===== src/rtl/mpeg_bitstream_reader.sv =====
// MPEG input-stream bit reader: fetches FIFO RAM words into a 64-bit left-aligned bit buffer.
// Define MPEG_START_CODE_SEARCH_EN to enable the hardware start-code search.
module mpeg_bitstream_reader #(
  parameter int unsigned FETCH_LATENCY = 1
) (
  input  logic        clk,
  input  logic        reset_n,
  output logic [10:0] raddr,
  input  logic [31:0] q,
  input  logic [13:0] wptr,
  output logic [11:0] rd_word_ptr,
  output logic [31:0] bits,
  output logic [6:0]  bit_count,
  output logic        bits_valid,
  input  logic        shift_en,
  input  logic [5:0]  shift_len,
  input  logic        byte_align,
  input  logic        flush,
  output logic        underflow,
  input  logic        search_start,
  output logic        search_busy
);

  typedef enum logic {ST_IDLE, ST_WAIT} state_t;

  state_t      state_q, state_d;
  logic [63:0] sbuf_q, sbuf_d, sbuf_s;
  logic [6:0]  cnt_q, cnt_d, cnt_s, sh;
  logic [10:0] raddr_q, raddr_d;
  logic [11:0] ptr_q, ptr_d;
  logic        uflow_q, uflow_d;
  logic        busy_q, busy_d;
  logic        align_req, shift_req;
  logic [5:0]  len_req;
  logic [31:0] swapped;
  logic        avail;

  assign swapped = {q[7:0], q[15:8], q[23:16], q[31:24]};
  assign avail   = (wptr[13:2] != ptr_q);

`ifdef MPEG_START_CODE_SEARCH_EN
  // While searching, the search sequencer owns the align/shift controls.
  always_comb begin
    align_req = byte_align;
    shift_req = shift_en;
    len_req   = shift_len;
    busy_d    = busy_q | search_start;
    if (busy_q) begin
      align_req = 1'b0;
      shift_req = 1'b0;
      len_req   = 6'd8;
      if (cnt_q[2:0] != 3'd0) begin
        align_req = 1'b1;
      end else if (cnt_q >= 7'd32) begin
        if (sbuf_q[63:40] == 24'h000001) busy_d = 1'b0;
        else                             shift_req = 1'b1;
      end
    end
    if (flush) busy_d = 1'b0;
  end
`else
  logic unused_search_start;
  assign unused_search_start = search_start;
  assign align_req = byte_align;
  assign shift_req = shift_en;
  assign len_req   = shift_len;
  assign busy_d    = 1'b0;
`endif

  always_comb begin
    sh      = '0;
    uflow_d = uflow_q;
    if (align_req) begin
      sh = {4'd0, cnt_q[2:0]};
    end else if (shift_req) begin
      if (len_req == 6'd0 || {1'b0, len_req} > cnt_q) uflow_d = 1'b1;
      else                                            sh = {1'b0, len_req};
    end
    sbuf_s  = sbuf_q << sh;
    cnt_s   = cnt_q - sh;

    sbuf_d  = sbuf_s;
    cnt_d   = cnt_s;
    state_d = state_q;
    ptr_d   = ptr_q;
    raddr_d = raddr_q;
    if (flush) begin
      sbuf_d  = '0;
      cnt_d   = '0;
      uflow_d = 1'b0;
      state_d = ST_IDLE;
      ptr_d   = wptr[13:2] + {11'd0, |wptr[1:0]};
    end else if (state_q == ST_WAIT) begin
      sbuf_d  = sbuf_s | ({swapped, 32'd0} >> cnt_s);
      cnt_d   = cnt_s + 7'd32;
      state_d = ST_IDLE;
    end else if (avail && cnt_s <= 7'd32) begin
      raddr_d = ptr_q[10:0];
      ptr_d   = ptr_q + 12'd1;
      state_d = ST_WAIT;
    end
  end

  always_ff @(posedge clk or negedge reset_n) begin
    if (!reset_n) begin
      state_q <= ST_IDLE;
      sbuf_q  <= '0;
      cnt_q   <= '0;
      raddr_q <= '0;
      ptr_q   <= '0;
      uflow_q <= 1'b0;
      busy_q  <= 1'b0;
    end else begin
      state_q <= state_d;
      sbuf_q  <= sbuf_d;
      cnt_q   <= cnt_d;
      raddr_q <= raddr_d;
      ptr_q   <= ptr_d;
      uflow_q <= uflow_d;
      busy_q  <= busy_d;
    end
  end

  // The address leaves in the issue cycle so the RAM's single read cycle lands in ST_WAIT.
  always_ff @(posedge clk) begin
    if (reset_n && state_q == ST_WAIT) assert (FETCH_LATENCY == 1);
  end

  assign raddr       = raddr_d;
  assign rd_word_ptr = ptr_q;
  assign bits        = sbuf_q[63:32];
  assign bit_count   = cnt_q;
  assign bits_valid  = (cnt_q >= 7'd32);
  assign underflow   = uflow_q;
  assign search_busy = busy_q;

endmodule


===== config.mk =====
export PLATFORM = sky130hd
export DESIGN_NAME = mpeg_bitstream_reader
export DESIGN_NICKNAME = d
export VERILOG_FILES = /design/src/rtl/mpeg_bitstream_reader.sv
export SDC_FILE = /design/constraint.sdc
export NUM_CORES = 1
export LEC_CHECK = 0
export CAP_MARGIN = 20
export CORE_AREA = 2 2 152 213
export DETAILED_ROUTE_END_ITERATION = 7
export DIE_AREA = 0 0 154 215
export SYNTH_ARGS = -nofsm -noshare
export SYNTH_HDL_FRONTEND = slang
export SYNTH_SLANG_ARGS = --single-unit

===== constraint.sdc =====
create_clock -name clk -period 16.5 [get_ports clk]
set_input_delay 3.3 -clock clk [delete_from_list [all_inputs] [get_ports clk]]
set_output_delay 3.3 -clock clk [all_outputs]
set_load 0.01 [all_outputs]

* After elaboration in Yosys (flattened, before gate mapping)
Index checks and enable logic that the tools add are counted.
Cells by class: $add $sub $neg 4, $lt $le $gt $ge 3, eq/ne operators 3, shift-type cells 2, muxes and demuxes 20, bitwise logic cells 1, reduce and logical (&&, ||, !) cells 9
Operators by type and width (count):
- 64-bit two-way mux | 2
- 64-bit bitwise OR | 1
- 64-bit by 7-bit left shift with 64-bit output | 1
- 64-bit by 7-bit >> shifter with 64-bit output | 1
- 12-bit two-way mux | 3
- 11-bit two-way mux | 3
- 7-bit two-way mux | 3
- 12-bit by 1-bit adder with 12-bit output | 1
- 12-bit by 1-bit adder with 12-bit output, second input constant | 1
- 6-bit two-way mux | 2
- 12-bit != test | 1
- 7-bit by 6-bit adder with 7-bit output, second input constant | 1
- 7-bit by 6-bit greater-or-equal comparator with 1-bit output, second input constant | 1
- 6-bit by 7-bit greater-than comparator with 1-bit output | 1
- 7-bit by 6-bit less-or-equal comparator with 1-bit output, second input constant | 1
- 1-bit two-way mux | 7
- 7-bit subtractor | 1
- 6-bit logical NOT | 1
- 2-bit nonzero test | 3
- 3-bit AND reduction | 1
- 2-bit by 1-bit != test with 1-bit output, second input constant | 1
- 2-bit != test, second input constant | 1
- 2-bit AND reduction | 1
- 2-bit OR reduction | 1
- 2 further kinds | 2
Storage, ports and cells: register bits after elaboration 96, input port bits 58, logic and storage cells 48

* Depth between registers and ports, before layout
depth in word-level cells 11, depth in mapped cells 26

* Least setup slack after synthesis
Ideal clock, no wire load.
path type input -> output, start in shift_len[4], end out raddr[1], arrival time 8.070 ns, required time 13.200 ns, setup slack 5.130 ns, stages 23, buffers on the path 7, cell sequence ha_1 a211oi_1 nor2_1 o21ai_0 and3_1 buf_2 clkinv_1 clkbuf_1 buf_1 ha_1 a21oi_1 o22ai_1 a211o_1 buf_4 inv_2 clkbuf_1 clkbuf_1 ha_1 a31oi_1 a311oi_2 and2_1 buf_4 mux2_2
On the way: word-level cells in the longest chain between the ends 11, elaborated cells on any way between the ends 12, classes of those cells add/sub: 1; order compare: 2; mux: 6; reduce/logical: 3
RTL lines:
- start, declared | RTL line 16 | input logic [5:0] shift_len,
- 6-bit by 7-bit greater-than comparator with 1-bit output or 6-bit logical NOT (tied branches) | RTL line 76 | if (len_req == 6'd0 || {1'b0, len_req} > cnt_q) uflow_d = 1'b1;
- 1-bit logical OR | RTL line 76
- 6-bit two-way mux (*) | RTL line 76
- 6-bit two-way mux (*) | RTL line 75 | end else if (shift_req) begin
- 7-bit two-way mux (*) | RTL line 73 | if (align_req) begin
- 7-bit subtractor (*) | RTL line 80 | cnt_s = cnt_q - sh;
- 7-bit by 6-bit less-or-equal comparator with 1-bit output (*) | RTL line 97 | end else if (avail && cnt_s <= 7'd32) begin
- 1-bit logical AND (*) | RTL line 97
- 11-bit two-way mux (*) | RTL line 97
- 11-bit two-way mux (*) | RTL line 93 | end else if (state_q == ST_WAIT) begin
- 11-bit two-way mux (*) | RTL line 87 | if (flush) begin
- end, declared | RTL line 8 | output logic [10:0] raddr,
Every way passes the cells marked *; elsewhere a longest branch is shown, timed or not.

* Final worst setup path
start in shift_len[4], end out raddr[3]
Same word-level chain as after synthesis.

==> out/results.ini <==
[outcome]
status = finished clean

[clock_network]
cts_buffer_depth = 2
clock-root-buffer = clkbuf_16
clk_pin_slew_ns = 0.09
ctsResizeCount = 0
postCtsSetupBuffers = 0
clkLatencyLatePin_ns = 0.39
numCtsBuffers = 9
cts_htree_levels = 3
holdBufCountCts = 0
cts_tree = done
cts_sinks = 96

[global_route]
grt_max_degree = 73
grtUsageMet2_pct = 45.17
grt_pass1_vias = 11020
grt_antenna_before_repair = 0
grt.busiest_layer = met2
grt_use_met1_pct = 33.54
overflow = 0
met3_usage_pct = 4.678
grt_pass1_wl_mm = 69.17
track_usage_pct = 27.38

[final_layout]
nFillCells = 3287
nets = 1497
drive_gt1_share_pct = 8.059
seq_area_um2 = 2402
multi_input_area_um2 = 7642
final_cells = 1823
area_delta_synth_final_pct = 14.27

[floorplanning]
die_area_um2 = 33110
ios = 123
die_w_um = 154
die_h_um = 215
core-area_um2 = 31310
row_count = 77
start_util_pct = 34.42

[worst_setup_path]
critical_path_arrival_ns = 10.54
crit_start = shift_len[4]
crit_buf_inv = 6
path_delay_family = simple AND/OR/NAND/NOR gates
worst-r2r-cell-count = 19
rrSetupSlack_ns = 9.60
r2r-start = bit_count[4]
crit_chain = clkdlybuf4s50_1 -> ha_1 -> a211oi_1 -> nor2_1 -> o21ai_0 -> and3_1 -> inv_1 -> buf_4 -> ha_1 -> nand2b_1 -> o22ai_1 -> a211o_1 -> buf_4 -> inv_2 -> nor4_1 -> a31oi_1 -> a311oi_2 -> and2_1 -> mux2_2 -> clkdlybuf4s50_1
path_depth = 20
max_stage_delay_ns = 0.90
startpoint_type = input port
cp-endpoint = raddr[3]
cp.required_ns = 13.20
cpMaxStageDelayCell = and3_1
reg2reg_to = raddr_q[3]
crit_fanout = 49
path_class = in2out
critPathCaptureType = primary output

[sta]
rsz0062_at_grt = no
tightest_slew_ns = 1.060
setup_tns_ns = 0
slew_headroom_pct = 28.58
final-setup-viol-count = 0
fmax_mhz = 72.24
hold_viol = 0
period_minus_slack_ns = 13.84
fin_crit_sh_pct = 83.89
fin_worst_skew_ns = 0.01474
drv_slew = 0

[synth]
postSynthCellCount = 1409
ys_ff_latch = 96
syn_area_per_cell_um2 = 7.649
synth_cell_types = 72
ys_warn_count = 0
synthFlopType = dfrtp_1
synth_edf_count = 0
async_reset_ff_share_pct = 100.0
synth_area_um2 = 10780
seq_area_frac_synth_pct = 22.29
syn-num-nets = 1484

[pwr]
p_sw_mw = 1.794
powerDensity_nw_per_um2 = 251.9
internal_power_mw = 1.308
switching_share_pct = 57.83
leakage_nw = 4.762
p_seq_share_pct = 13.1
p_comb_share_pct = 79.6
vdd_drop_max_v = 0.0001490
pwr-share-clk_pct = 7.2

[route]
wl_mm = 46.05
routed_via_density = 6.408
wire_per_inst_um = 25.26
drc_errors = 0
vias = 11680
drt_iter0_markers = 1317
ant_nets = 0
first_pass_iters = 7

[hold_path]
min_path_type = reg2reg

[place]
dp.cells = 1806
dpl.hpwl_mm = 34.63
place_congestion = 1.060
port_buffers = 120

[flow_run]
drv_cap = 0

==> flip-flops by register name, indices dropped and copies added, names as in the netlist <==
| name | flops |
|---|---|
| sbuf_q | 64 |
| rd_word_ptr | 12 |
| raddr_q | 11 |
| bit_count | 7 |
| state_q | 1 |
| underflow | 1 |
==> layout make-up <==
type / count / area share (%)
Clock buffer: 9 / 1.829
Timing Repair Buffer: 147 / 11.34
Inverter: 20 / 0.6197
Multi-Input combinational cell: 1148 / 62.05
Sequential cell: 96 / 19.51
Clock inverter: 7 / 0.6197
Tap cell: 395 / 4.013
Antenna cell: 1 / 0.02032
==> synthesized netlist by cell type (4+ instances only) <==
master	n	share of area (%)
a211oi_1	9	0.63
a21o_1	5	0.35
a21oi_1	71	3.3
a221oi_1	5	0.41
a22oi_1	134	9.3
a31oi_1	20	1.2
and2_1	5	0.29
and3_1	12	0.70
buf_2	21	0.98
buf_4	40	2.8
clkbuf_1	80	2.8
dfrtp_1	96	22
ha_1	16	1.9
inv_1	16	0.56
mux2_2	16	1.7
mux2i_1	101	9.4
mux4_2	27	5.6
nand2_1	176	6.1
nand3_1	90	4.2
nand3b_1	4	0.28
nand4_1	8	0.46
nor2_1	152	5.3
nor2b_1	4	0.23
nor3_1	24	1.1
nor4_1	6	0.35
o2111ai_1	4	0.33
o211ai_1	22	1.5
o21a_1	5	0.35
o21ai_0	80	3.7
o21ai_1	5	0.23
o22a_1	6	0.49
o22ai_1	33	1.9
o32a_1	4	0.37
o32ai_1	10	0.81
or2_2	6	0.35
or3_1	6	0.35
xnor2_1	8	0.65
xor2_1	27	2.2
==> cell usage in the layout (no fill, tap or decap), types with 16 or more instances in the layout <==
| master | count |
|---|---|
| nand2_1 | 176 |
| nor2_1 | 152 |
| a22oi_1 | 134 |
| clkdlybuf4s50_1 | 118 |
| mux2i_1 | 101 |
| dfrtp_1 | 96 |
| nand3_1 | 90 |
| o21ai_0 | 80 |
| a21oi_1 | 70 |
| o22ai_1 | 32 |
| buf_4 | 28 |
| mux4_2 | 27 |
| xor2_1 | 26 |
| nor3_1 | 24 |
| o211ai_1 | 22 |
| a31oi_1 | 20 |
| mux2_2 | 16 |
==> how the worst min path moves through the flow <==
stage                           from    endpoint  cells past startpoint
final                     raddr_q[5]  raddr_q[5]                      1
after global routing      raddr_q[0]  raddr_q[0]                      1
after global placement    raddr_q[5]  raddr_q[5]                      1
after floorplan           raddr_q[1]  raddr_q[1]                      1
after detailed placement  raddr_q[7]  raddr_q[7]                      1
after CTS                 raddr_q[7]  raddr_q[7]                      1
==> stage by stage <==
stage	power, mW	util, %	instance area [um2]	hold WS (ns)	setup WS, ns
6_report	3.102	39.33	12320	0.5017	2.658
5_1_grt	3.290	39.32	12310	0.5158	2.109
4_1_cts	3.047	39.32	12310	0.5074	2.648
3_5_place_dp	2.811	38.36	12010	0.4863	2.675
3_3_place_gp	2.798	38.34	12000	0.4797	2.726
2_1_floorplan	2.045	-	10780	0.5133	5.130
==> layer usage <==
metal / part of all wire (%) / vias up / routed length, um
met2: 48 / 603 / 22080
met5: 0 / - / 0
met4: 6.6 / 0 / 3054
met3: 6.7 / 128 / 3094
li1: - / 5295 / -
met1: 39 / 5656 / 17820
==> cells by family after synthesis <==
logic type | Yosys count | share of synthesized area [%]
fa+ha+maj | 17 | 2.043
other cells | 1 | 0.03479
buf+inv | 165 | 7.453
compound gates | 446 | 27.93
mux | 144 | 16.69
xor+xnor | 35 | 2.844
simple gates | 505 | 20.71
flops | 96 | 22.29
==> power groups by stage <==
stage          Sequential [mW]  Clock, mW  Combinational [mW]
3_3_place_gp             0.411          0                2.39
2_1_floorplan            0.387          0                1.66
5_1_grt                  0.422      0.237                2.63
6_report                 0.407      0.225                2.47
4_1_cts                  0.409      0.230                2.41
3_5_place_dp             0.414          0                2.40
Note: power is estimated with default switching activity, not from simulation.
